<file path="src/rtl/full_adder_pkg.sv">
// Shared constants for the full_adder block: default operand width and the
// reset values of every register in the registered path.
package full_adder_pkg;

    localparam int   WIDTH_DEFAULT = 1;

    localparam logic SUM_RST_BIT   = 1'b0;
    localparam logic COUT_RST      = 1'b0;
    localparam logic VLD_RST       = 1'b0;
    localparam logic CY_RST        = 1'b0;

endpackage

</file>
<file path="src/rtl/full_adder_cell.sv">
// Combinational 1-bit full adder cell, the leaf of both ripple chains.
module fa_cell (
    input  logic a,
    input  logic b,
    input  logic ci,
    output logic s,
    output logic co
);

    assign s  = a ^ b ^ ci;
    assign co = (a & b) | (a & ci) | (b & ci);

endmodule

</file>
<file path="src/rtl/full_adder.sv">
// Ripple-carry full adder with a combinational result, a registered result
// with valid tracking, and a bit-serial carry-feedback mode for LSB-first words.
module full_adder
    import full_adder_pkg::*;
#(
    parameter int WIDTH = WIDTH_DEFAULT
) (
    output logic [WIDTH-1:0] Y1,
    output logic             Y2,
    input  logic [WIDTH-1:0] A,
    input  logic [WIDTH-1:0] B,
    input  logic             C,
    input  logic             clk,
    input  logic             rst,
    input  logic             in_vld,
    input  logic             ser_en,
    input  logic             ser_clr,
    output logic [WIDTH-1:0] sum_q,
    output logic             cout_q,
    output logic             out_vld
);

    logic [WIDTH:0]   comb_c_s;
    logic [WIDTH:0]   reg_c_s;
    logic [WIDTH-1:0] reg_sum_s;
    logic             cin_r_s;
    logic             cy_r;

    assign comb_c_s[0] = C;
    assign Y2          = comb_c_s[WIDTH];
    assign reg_c_s[0]  = cin_r_s;

    // Two independent chains: the combinational one never sees clk or rst.
    for (genvar i = 0; i < WIDTH; i++) begin : g_chain
        fa_cell u_comb (
            .a  (A[i]),
            .b  (B[i]),
            .ci (comb_c_s[i]),
            .s  (Y1[i]),
            .co (comb_c_s[i+1])
        );

        fa_cell u_reg (
            .a  (A[i]),
            .b  (B[i]),
            .ci (reg_c_s[i]),
            .s  (reg_sum_s[i]),
            .co (reg_c_s[i+1])
        );
    end

    // Carry-in select for the registered chain; ser_clr starts a new serial word.
    always_comb begin
        cin_r_s = C;
        if (ser_en) begin
            if (ser_clr) begin
                cin_r_s = 1'b0;
            end else begin
                cin_r_s = cy_r;
            end
        end else begin
            cin_r_s = C;
        end
    end

    // Registered result, serial carry and valid tracking.
    always_ff @(posedge clk or posedge rst) begin
        if (rst) begin
            sum_q   <= {WIDTH{SUM_RST_BIT}};
            cout_q  <= COUT_RST;
            out_vld <= VLD_RST;
            cy_r    <= CY_RST;
        end else begin
            out_vld <= in_vld;
            if (in_vld) begin
                sum_q  <= reg_sum_s;
                cout_q <= reg_c_s[WIDTH];
                cy_r   <= reg_c_s[WIDTH];
            end else if (ser_clr) begin
                cy_r   <= 1'b0;
            end else begin
                cy_r   <= cy_r;
            end
        end
    end

endmodule

</file>
<file path="config.mk">
export PLATFORM = sky130hd
export DESIGN_NAME = full_adder
export DESIGN_NICKNAME = d
export VERILOG_FILES = /design/src/rtl/full_adder_pkg.sv /design/src/rtl/full_adder_cell.sv /design/src/rtl/full_adder.sv
export SDC_FILE = /design/constraint.sdc
export NUM_CORES = 1
export LEC_CHECK = 0
export BUFFER_PORTS_ARGS = -buffer_cell sky130_fd_sc_hd__buf_4
export CAP_MARGIN = 5
export CORE_AREA = 2 2 39 41
export DETAILED_ROUTE_END_ITERATION = 8
export DIE_AREA = 0 0 41 43
export PLACE_DENSITY = 0.42
export SKIP_LAST_GASP = 1
export SYNTH_ARGS = -nofsm -noshare
export SYNTH_HDL_FRONTEND = slang
export SYNTH_SLANG_ARGS = --single-unit
</file>
<file path="constraint.sdc">
create_clock -name clk -period 3.6 [get_ports clk]
set_clock_uncertainty 0.2 [all_clocks]
set_input_delay 0 -clock clk [delete_from_list [all_inputs] [get_ports clk]]
set_output_delay 0 -clock clk [all_outputs]
set_load 0.005 [all_outputs]
</file>
==> After elaboration in Yosys (flattened, before gate mapping) <==
Index checks and enable logic that the tools add are counted.
{ "classes": {"n_mux": 3, "bitwise_logic": 12} }
{ "ops": {"columns": ["cell", "n"], "rows": [
  ["bitwise AND 1 bit", 5],
  ["OR 1 bit", 4],
  ["two-way mux 1 bit", 3],
  ["XOR 1 bit", 3]
]} }
{ "totals": {"out_inout_bits": 5, "regBits": 4, "elab_cells": 19, "inputBits": 8} }

==> Longest topological paths before layout <==
{ "logic_depth": {"word_depth": 6, "mapped_depth": 5, "ltp_nobuf": 5} }

==> Hierarchy <==
A second synthesis with hierarchy kept.
{ "hier_totals": {"cells_unflattened": 15, "area_unflattened_um2": 196.4} }
{ "by_module_without_submodules": {"columns": ["module", "seq_area_each_um2", "cells_each", "area_each_um2", "n_inst"], "rows": [
  ["full_adder", 100.1, 13, 156.4, 1],
  ["fa_cell", 0.0, 1, 20.0, 2]
]} }

==> Least setup slack after synthesis <==
No wires, ideal clock.
{ "synth_timing": {"path_type": "register -> register", "start": "register cy_r", "end": "register sum_q", "t_arrival_ns": 1.160, "stages_incl_launch_ff": 5, "path_buffers": 0, "setup_slack_ns": 2.162, "synth_period_minus_slack_ns": 1.438, "path_cell_list": "dfrtp_1 -> nor2b_1 -> mux2i_1 -> fa_1 -> a21oi_1"} }
{ "synth_between": {"elab_chain_len": 3} }
{ "synth_rtl": {"columns": ["element", "line", "text"], "rows": [
  ["start: declaration", "full_adder.sv:27", "logic cy_r;"],
  ["start signal: assignment", "full_adder.sv:78", "cy_r <= reg_c_s[WIDTH];"],
  ["start signal: assignment", "full_adder.sv:82", "cy_r <= cy_r;"],
  ["two-way mux 1 bit", "full_adder.sv:56", "if (ser_clr) begin"],
  ["two-way mux 1 bit", "full_adder.sv:55", "if (ser_en) begin"],
  ["XOR 1 bit", "full_adder_cell.sv:10", "assign s = a ^ b ^ ci;"],
  ["end signal: assignment", "full_adder.sv:69", "sum_q <= {WIDTH{SUM_RST_BIT}};"],
  ["end signal: assignment", "full_adder.sv:76", "sum_q <= reg_sum_s;"],
  ["end: declaration", "full_adder.sv:18", "output logic [WIDTH-1:0] sum_q,"]
]} }
Every way passes these cells.
A chain may end at the register's enable or synchronous reset.

==> Worst setup path after layout <==
{ "layout_timing": {"start": "input ser_clr", "end": "register sum_q"} }
{ "layout_between": {"elab_chain_len": 3} }
{ "layout_rtl": {"columns": ["element", "line", "text"], "rows": [
  ["start: declaration", "full_adder.sv:17", "input logic ser_clr,"],
  ["two-way mux 1 bit", "full_adder.sv:56", null],
  ["two-way mux 1 bit", "full_adder.sv:55", null],
  ["XOR 1 bit", "full_adder_cell.sv:10", null]
]} }
Every way passes these cells.

==> results.toml <==
[status]
outcome = "complete, no violations"

[global_route]
antenna_found_initial = 0
grt_max_degree = 7
grt_pass1_wl_um = 627
grt_overflow = 0
grt_pass1_vias = 202
grt_usage_pct = 5.85

[floorplanning]
core-area_mm2 = 0.00138
die_area_mm2 = 0.00176
row_count = 14
initial_core_util_pct = 14.7
die_x_um = 41
die_y_um = 43
io-pin-count = 13

[logic_synthesis]
synth-seq-cells = 4
ys_warn_count = 0
seq_area_frac_synth_pct = 49.1
synth_edf_count = 0
avgSynthCellArea_um2 = 12.0
synth_top_cell_area_share_pct = 49.1
synth_ff_type = "dfrtp_1"
synth_async_sr_flop_share_pct = 100
synth.largest_area_cell = "dfrtp_1"
yosys-top-cells-area = "dfrtp_1, fa_1, inv_1"
synthTopCellsByCount = "dfrtp_1, inv_1, a21oi_1, fa_1, nor2_1"
syn_nets = 27
synth.distinct_cells = 8
synthCells = 17
synth_area_um2 = 204

[detailed_routing]
wirelength_um = 429
drt-initial-drc-count = 0
post_drt_wl_per_cell_um = 8.41
viasPerCell = 3.49
antenna_left = 0
drc = 0
first_pass_iters = 1
num_vias = 178

[clock_tree]
cts.htree.levels = 1
cts_setup_buffers = 0
cts_resized = 0
cts_buffers = 3
cts.clk_slew.worst_paths_ps = 30
cts.sinks = 4
cts_tree = "done"
clk_path_buf_depth = 2
clock_latency_ps = 230
postCtsHoldBufs = 3
cts_root_buf = "clkbuf_4"

[placement]
routabilityCongestion = 0.627
place_inst = 45
io_buffers = 12

[final_layout]
final_layout_size_suffix_gt1_share_pct = 45.7
synthToLayoutAreaGrowth_pct = 79.8
layoutNonFillerInstCount = 51
diodes = 0
layout.nets = 47
utilization_pct = 26.5

[critical_path]
cp.arrival_ps = 1510
end_kind = "flip-flop"
worstPathMaxFanout = 2
crit_type = "in2reg"
cp.required_ps = 3510
cp-start-kind = "input port"

[pwr]
power.leakage_nw = 0.190
max-vdd-ir-drop_v = 0.0000921
finalPower_w = 0.000139
power-per-cell-area_mw_per_mm2 = 378

[sta]
setup_tns_ps = 0
hold_viol = 0
worst_hold_slack_ps = 14.8
max_freq_mhz = 627
post-route-min-period_ps = 1590
finalSetupViolCount = 0
worstMarginPinSlew_ps = 164
drv_slew = 0
fin_crit_sh_pct = 44.3
relSlewSlack_pct = 88.8
rsz0062_at_grt = "false"

[min_path]
hold_path_class = "in2async"

[flow_run]
cap_violations = 0
flip-flops by register name (all words and copies together), names as in the netlist:
name,count
sum_q,1
out_vld,1
cout_q,1
cy_r,1
layer usage:
metal / up-vias / track usage (%) / part of all wire, %
met5: - / 0 / 0
met4: 0 / 8.00 / 0
met3: 0 / 1.57 / 14
met2: 13 / 8.75 / 44
met1: 78 / 4.90 / 42
li1: 87 / - / -
cell usage in the layout, fill, tap and decap left out, drive strengths merged, types with 2 or more instances in the layout:
master        n
dlygate4sd3   3
dfrtp         4
clkbuf        3
inv           4
fa            2
buf          12
a21oi         2
nor2          2
worst paths after layout:
kind	start	end	slack, ps	cells after the start
hold reg to reg	cout_q$_DFFE_PP0P_	cout_q$_DFFE_PP0P_	330	2
hold / removal	rst	sum_q$_DFFE_PP0P_	10	3
setup / recovery	ser_clr	sum_q$_DFFE_PP0P_	2010	6
min in group clk	B	sum_q$_DFFE_PP0P_	20	4
setup reg to reg	cy_r$_DFF_PP0_	sum_q$_DFFE_PP0P_	2090	4
max in group asynchronous	rst	cout_q$_DFFE_PP0P_	3040	3
critical path: stages:
cell and delay [ps]:
dlygate4sd3_1 540, buf_4 130, nor2b_1 160, mux2i_1 120, fa_1 500, a21oi_1 60
layout make-up:
type	instances	area (µm²)
fillers	153	1020
repair buffers	15	120
flip-flops and latches	4	100
multi-input cells	9	88.8
clock buffers	3	22.5
well taps	16	20.0
inverters	4	15.0
stage by stage:
stage	instance area, µm²	worst slack, ps
2_1_floorplan	204	2160
3_3_place_gp	314	2110
3_5_place_dp	314	2080
4_1_cts	367	1990
5_1_grt	367	1920
6_report	367	2010
where the power goes:
group	leakage [nW]	switching [W]	internal, W
sequential	0.0470	0.00000188	0.0000501
combinational	0.129	0.0000123	0.0000210
clock	0.0138	0.0000163	0.0000371
total	0.190	0.0000304	0.000108
kinds of logic (layout without fill, tap and decap cells):
family | after synthesis | in the layout | synth area share [%]
DFF | 4 | 4 | 49.1
buffers and inverters | 4 | 22 | 7.36
and+or+nand+nor | 3 | 3 | 6.75
adders and majority gates | 2 | 2 | 19.6
AOI/OAI and AO/OA | 2 | 2 | 4.91
muxes | 2 | 2 | 12.3
(Power assumes the default switching activity.)
